**src/rtl/saes_encryptor.sv**
```systemverilog
// saes_encryptor: iterative S-AES encryption engine, one round per cycle.
// Key expansion runs inline with the rounds; all three round keys are
// exported alongside the ciphertext so a decryptor can be driven from them.
//
// Ports:
//   clk       - rising-edge clock
//   rst       - synchronous active-high reset (aborts any block in flight)
//   in_valid  - pt/key valid
//   in_ready  - engine idle and able to accept a block
//   pt        - plaintext, nibbles [15:12]=s00 [11:8]=s10 [7:4]=s01 [3:0]=s11
//   key       - cipher key (round key K0)
//   out_valid - ct/rk0/rk1/rk2 valid, held until out_ready
//   out_ready - downstream accepts the result
//   ct        - ciphertext (registered)
//   rk0..rk2  - round keys K0, K1, K2 (registered)
module saes_encryptor (
  input  logic        clk,
  input  logic        rst,
  input  logic        in_valid,
  output logic        in_ready,
  input  logic [15:0] pt,
  input  logic [15:0] key,
  output logic        out_valid,
  input  logic        out_ready,
  output logic [15:0] ct,
  output logic [15:0] rk0,
  output logic [15:0] rk1,
  output logic [15:0] rk2
);

  typedef enum logic [1:0] {IDLE, R1, R2, DONE} state_t;

  state_t      state, state_nxt;
  logic [15:0] st;
  logic [7:0]  w2, w3, w4, w5;
  logic [15:0] r1_st, r2_ct;

  function automatic logic [3:0] sbox(input logic [3:0] x);
    logic [3:0] y;
    case (x)
      4'h0: y = 4'h9;  4'h1: y = 4'h4;  4'h2: y = 4'hA;  4'h3: y = 4'hB;
      4'h4: y = 4'hD;  4'h5: y = 4'h1;  4'h6: y = 4'h8;  4'h7: y = 4'h5;
      4'h8: y = 4'h6;  4'h9: y = 4'h2;  4'hA: y = 4'h0;  4'hB: y = 4'h3;
      4'hC: y = 4'hC;  4'hD: y = 4'hE;  4'hE: y = 4'hF;  default: y = 4'h7;
    endcase
    return y;
  endfunction

  function automatic logic [7:0] subnib8(input logic [7:0] x);
    return {sbox(x[7:4]), sbox(x[3:0])};
  endfunction

  function automatic logic [15:0] subnib16(input logic [15:0] x);
    return {subnib8(x[15:8]), subnib8(x[7:0])};
  endfunction

  function automatic logic [7:0] rotnib(input logic [7:0] x);
    return {x[3:0], x[7:4]};
  endfunction

  function automatic logic [15:0] shiftrow(input logic [15:0] x);
    return {x[15:12], x[3:0], x[7:4], x[11:8]};
  endfunction

  // Multiply by x^2 in GF(2^4) mod x^4+x+1: two reduced doublings.
  function automatic logic [3:0] gf_mul4(input logic [3:0] x);
    logic [3:0] d;
    d = {x[2:0], 1'b0} ^ (x[3] ? 4'h3 : 4'h0);
    return {d[2:0], 1'b0} ^ (d[3] ? 4'h3 : 4'h0);
  endfunction

  function automatic logic [7:0] mixcol8(input logic [7:0] c);
    return {c[7:4] ^ gf_mul4(c[3:0]), gf_mul4(c[7:4]) ^ c[3:0]};
  endfunction

  function automatic logic [15:0] mixcol(input logic [15:0] x);
    return {mixcol8(x[15:8]), mixcol8(x[7:0])};
  endfunction

  // Round key and round datapaths; R1 expands from rk0, R2 from rk1.
  always_comb begin
    w2    = rk0[15:8] ^ 8'h80 ^ subnib8(rotnib(rk0[7:0]));
    w3    = w2 ^ rk0[7:0];
    w4    = rk1[15:8] ^ 8'h30 ^ subnib8(rotnib(rk1[7:0]));
    w5    = w4 ^ rk1[7:0];
    r1_st = mixcol(shiftrow(subnib16(st))) ^ {w2, w3};
    r2_ct = shiftrow(subnib16(st)) ^ {w4, w5};
  end

  always_comb begin
    state_nxt = state;
    in_ready  = 1'b0;
    case (state)
      IDLE: begin
        in_ready = !rst;
        if (in_valid) state_nxt = R1;
      end
      R1:      state_nxt = R2;
      R2:      state_nxt = DONE;
      DONE:    if (out_ready) state_nxt = IDLE;
      default: state_nxt = IDLE;
    endcase
  end

  always_ff @(posedge clk) begin
    if (rst) begin
      state     <= IDLE;
      out_valid <= 1'b0;
      st        <= '0;
      ct        <= '0;
      rk0       <= '0;
      rk1       <= '0;
      rk2       <= '0;
    end else begin
      state <= state_nxt;
      case (state)
        // Accept: initial AddRoundKey with K0
        IDLE: begin
          if (in_valid) begin
            st  <= pt ^ key;
            rk0 <= key;
          end
        end
        // Round 1: full round including MixColumns
        R1: begin
          rk1 <= {w2, w3};
          st  <= r1_st;
        end
        // Round 2: final round, no MixColumns
        R2: begin
          rk2       <= {w4, w5};
          ct        <= r2_ct;
          out_valid <= 1'b1;
        end
        // Hold results until the consumer takes them
        DONE: begin
          if (out_ready) out_valid <= 1'b0;
        end
        default: ;
      endcase
    end
  end

endmodule
```
**config.mk**
```make
export PLATFORM = sky130hd
export DESIGN_NAME = saes_encryptor
export DESIGN_NICKNAME = d
export VERILOG_FILES = /design/src/rtl/saes_encryptor.sv
export SDC_FILE = /design/constraint.sdc
export NUM_CORES = 1
export LEC_CHECK = 0
export CAP_MARGIN = 20
export CORE_MARGIN = 3
export CORE_UTILIZATION = 55
export DETAILED_ROUTE_END_ITERATION = 10
export HOLD_SLACK_MARGIN = 0.02
export PLACE_DENSITY = 0.79
export SLEW_MARGIN = 10
export SYNTH_ARGS = -nofsm -noshare
export SYNTH_HDL_FRONTEND = slang
export SYNTH_SLANG_ARGS = --single-unit
```
**constraint.sdc**
```tcl
create_clock -name clk -period 3.6 [get_ports clk]
set_clock_uncertainty 0.2 [all_clocks]
set_input_delay 0.9 -clock clk [delete_from_list [all_inputs] [get_ports clk]]
set_output_delay 0.9 -clock clk [all_outputs]
set_load 0.005 [all_outputs]
```
=== Word-level counts from Yosys, hierarchy flattened ===
Memory sizes are Yosys's and may differ from the RTL's. A register that Yosys moved wholly into a read port is not among the register bits.
Index checks and enable logic that the tools add are counted.

* Register bits after elaboration: 83
* ROM bits: 768
* Input port bits: 36
* Output and inout port bits: 66
* Memories: 12

* Eq/ne operators: 5
* Multiplexer cells: 40
* Bitwise gates (word level): 21
* Reductions and logical operators: 8

{| class="wikitable"
|+ Memory list
! memory !! depth !! width !! rd ports !! clocked after Yosys merged registers in !! wr ports !! line !! RTL
|-
| (no name shown) || 16 || 4 || 1 || 1 || 0 || 40 || <nowiki>case (x)</nowiki>
|-
| (no name shown) || 16 || 4 || 1 || 1 || 0 || 40 ||
|-
| (no name shown) || 16 || 4 || 1 || 1 || 0 || 40 ||
|-
| (no name shown) || 16 || 4 || 1 || 1 || 0 || 40 ||
|-
| (no name shown) || 16 || 4 || 1 || 1 || 0 || 40 ||
|-
| (no name shown) || 16 || 4 || 1 || 1 || 0 || 40 ||
|-
| +6 memories || - || - || - || - || - || - ||
|}

{| class="wikitable"
|+ Operators with widths
! kind !! count
|-
| 2-to-1 mux 4 bit || 24
|-
| XOR 16 bit || 3
|-
| one-hot mux 16 bit (2 select lines) || 1
|-
| XOR 4 x 2 -> 4 bit || 8
|-
| XOR 8 bit || 4
|-
| 2-to-1 mux 2 bit || 10
|-
| 2-to-1 mux 16 bit || 1
|-
| XOR 4 bit || 4
|-
| one-hot mux 2 bit (4 select lines) || 1
|-
| AND reduction 2 bit || 4
|-
| == test 2 bit, second input constant || 2
|-
| != test 2 bit, second input constant || 2
|-
| nonzero test 2 bit || 2
|-
| == test 2 x 1 -> 1 bit, second input constant || 1
|-
| logical NOT 2 bit || 1
|-
| 2-to-1 mux 1 bit || 2
|-
| NOT 2 bit || 1
|-
| one-hot mux 1 bit (2 select lines) || 1
|-
| logical NOT 1 bit || 1
|-
| NOT 1 bit || 1
|}

=== Depth between registers and ports, before layout ===
* Depth in word-level cells: 9
* Gate-level depth with buffers: 13

=== Worst setup path after synthesis ===
OpenSTA, ideal clock, no wires.

* Path type: input to register
* From: input port in_valid
* To: register with a tool-made name
* Arrival time: 2.845 ns
* Required time: 3.266 ns
* Slack: 0.421 ns
* Stages on the path: 10
* Buffers on the path: 3
* Cells stage by stage: buf_2 > and2_1 > buf_2 > buf_2 > nand2_1 > a21oi_1 > inv_1 > ha_1 > inv_1 > mux4_2

{| class="wikitable"
|+ RTL lines
! what !! line !! RTL
|-
| start, declared || 19 || <nowiki>input logic in_valid,</nowiki>
|}

=== Worst setup path in the final report ===
* From: register state[1]
* To: output port in_ready

* Longest elaborated chain between the ends: 2

{| class="wikitable"
|+ Ends and longest elaborated chain
! what !! line !! RTL
|-
| start, declared || 33 || <nowiki>state_t state, state_nxt;</nowiki>
|-
| start signal, assigned || 115 || <nowiki>state <= state_nxt;</nowiki>
|-
| logical NOT 2 bit || 93 || <nowiki>case (state)</nowiki>
|-
| 2-to-1 mux 1 bit || 93 ||
|-
| end, declared || 20 || <nowiki>output logic in_ready,</nowiki>
|}

Every way passes these cells.

==> impl_results.md <==
* Vias in the first global route at 5280
* Syn Std Cell Area at 6540 um^2
* CTS sink cnt at 115
* Hold WC Path Type: register to register
* Post-CTS setup buffers at 0
* N_diodes at 0
* Die height at 115 um
* Final setup violating endpoints at 0
* Async set-or-reset flop fraction in the synthesized netlist at 0%
* Reg2reg setup slack at 0.50 ns
* CP arrival at 2.12 ns
* Crit path from: state[1]
* Slew HR at 31.1%
* CTS buffer count at 17
* DR vias at 5360
* WHS Endpoint: rk2[4]
* Slowest CP cell: clkdlybuf4s50_1
* Overall Global Routing Usage at 27.3%
* EDFF count, synth at 0
* Hold Path Origin: rk2[4]
* Cell class contributing the biggest share of worst-path delay: buffers and inverters
* Worst r2r path cells at 10
* Syn_nets at 765
* Worst Path Required at 2.50 ns
* Post-DR wirelength/cell at 18.9 um
* Final HPWL DP at 14000 um
* Buffers on Ports at 101
* Post-route setup TNS at 0 ns
* Root Driver: clkbuf_16
* Min cycle time layout at 3.22 ns
* Starting Density at 56.8%
* Pwr Density at 1060 nW/um^2
* Cell variety after synth at 60
* Achievable Freq at 310 MHz
* Share of layout cells above drive strength 1 at 11.4%
* Primary FF master, synth: dfxtp_1
* Total Wirelength at 18000 um
* Worst slew pin tran at 1.03 ns
* CP Max Fanout at 9
* Reg2reg start: state[1]
* YS warnings at 0
* # hold bufs at CTS at 0
* CP endpoint kind: primary output
* Core Box Area at 11500 um^2
* WS Path Type: register to primary output
* CTS tree: built
* Final Max Tran Viols at 0
* Status: complete, no violations
* I/O pins at 102
* Worst-path clk slew at 0.05 ns
* 1st-iter DRT viols at 410
* H-tree levels at 4
* RSZ-0062 raised after global routing: no
* Pleak at 3.43 nW
* Startpoint Class: register
* Crit path cell chain: inv_1 -> ha_1 -> buf_4 -> nor2b_1 -> clkdlybuf4s50_1
* Final Hold Viols at 0
* Maximum VDD drop at 0.379 mV
* DRT Pass-1 Iters at 5
* Period utilisation layout at 89.6%
* DIE AREA at 13200 um^2
* Crit-path max cell delay at 0.52 ns
* NumNets Final at 887
* Sequential-to-total area share from yosys stat at 35.2%
* Dpl ws at 0.0630 ns
* CTS Buffer Depth at 2
* Site row count at 39
* Post-DRT Antenna Nets at 0
* Post_cts resized at 0
* Die width at 115 um
* Layout area overhead at 28.9%
* Yosys reg bits at 115
* Worst path bufs/invs at 3
* Hold Path Cell Cnt at 2
* Vias/cell at 5.62
* Syn Inst Count at 676
* Drt drc at 0
* Gr ovfl total at 0
* Syn Area/Cell at 9.68 um^2
* Clk_lat worst skew at 0.41 ns
* Routability cong. at 0.936
* Max Cap Viol at 0
* First-pass GRT wire length at 27700 um
* Initial antenna violation count at 0
* Largest net degree at the start of global routing at 51
* Final worst slack at 0.375 ns
-- final cells by class --
cell class                      count  area [um^2]
Tap cell                          143          179
Inverter                           47          179
Multi-Input combinational cell    483         3930
Sequential cell                   115         2300
Clock buffer                       22          464
Timing Repair Buffer              134         1280
Fill cell                         821         3080
Clock inverter                      9          106
-- cells by family (layout without fill, tap and decap cells) --
kind of cell / after synthesis / count (layout) / synth area share, %
xor+xnor: 87 / 87 / 15.2
flops: 115 / 115 / 35.2
compound gates: 123 / 123 / 13.6
simple gates: 160 / 160 / 10.9
mux: 60 / 60 / 10.1
fa+ha+maj: 53 / 53 / 10.1
buf+inv: 78 / 212 / 4.86
-- synth_stat cells (7+ instances only) --
cell	number	area share, %
clkbuf_1	14	0.80
mux2_2	8	1.4
ha_1	53	10
o21ai_0	14	1.1
xnor2_1	62	8.3
o22ai_1	9	0.86
nor2_1	82	4.7
xnor3_1	7	2.4
nand2_1	35	2.0
buf_2	11	0.84
xor3_1	7	2.5
dfxtp_1	115	35
inv_1	46	2.6
mux2i_1	48	7.3
a21oi_1	25	1.9
a211oi_1	31	3.6
xor2_1	9	1.2
-- tightest hold or removal path: cells and delay by family, from the launching register on --
kind | cells | cell delay [ns]
compound gates | 1 | 0.05
simple gates | 1 | 0.08
flops | 1 | 0.31
-- placed cells by master, fill, tap and decap left out, types with 25 or more instances in the layout --
cell	instances
dfxtp_1	115
clkdlybuf4s50_1	100
nor2_1	82
xnor2_1	62
ha_1	52
mux2i_1	48
inv_1	46
nand2_1	35
a211oi_1	31
buf_4	31
a21oi_1	25
-- stage by stage --
stage          hold slack (ns)  instance area, um^2  std cells  utilization (%)  power, mW
2_1_floorplan            0.278                 6540        676                -       5.54
3_3_place_gp             0.272                 7860        922             68.3       7.11
3_5_place_dp             0.280                 7860        922             68.3       7.26
4_1_cts                  0.287                 8430        953             73.2       8.93
5_1_grt                  0.310                 8430        953             73.2       9.52
6_report                 0.285                 8430        953             73.2       8.97
-- metal layers --
layer	track usage [%]	part of all wire [%]	up-vias
li1	-	-	2557
met1	34.0	42	2529
met2	45.9	48	234
met3	5.84	7.1	40
met4	11.0	3.0	0
met5	0	0	-
-- how the worst max path moves through the flow --
stage | to | slack, ns | cells after the start
after global placement | register | 0.18 | 9
final | in_ready | 0.38 | 5
after floorplan | register | 0.42 | 10
after detailed placement | register | 0.06 | 9
after global routing | in_ready | 0.30 | 5
after CTS | in_ready | 0.37 | 5
-- power by group --
part | internal [mW] | leakage, nW | total (mW) | switching, mW
Combinational | 2.50 | 2.21 | 5.13 | 2.63
Sequential | 1.79 | 0.948 | 2.22 | 0.432
Clock | 1.05 | 0.272 | 1.62 | 0.575
Note: power is estimated with default switching activity, not from simulation.
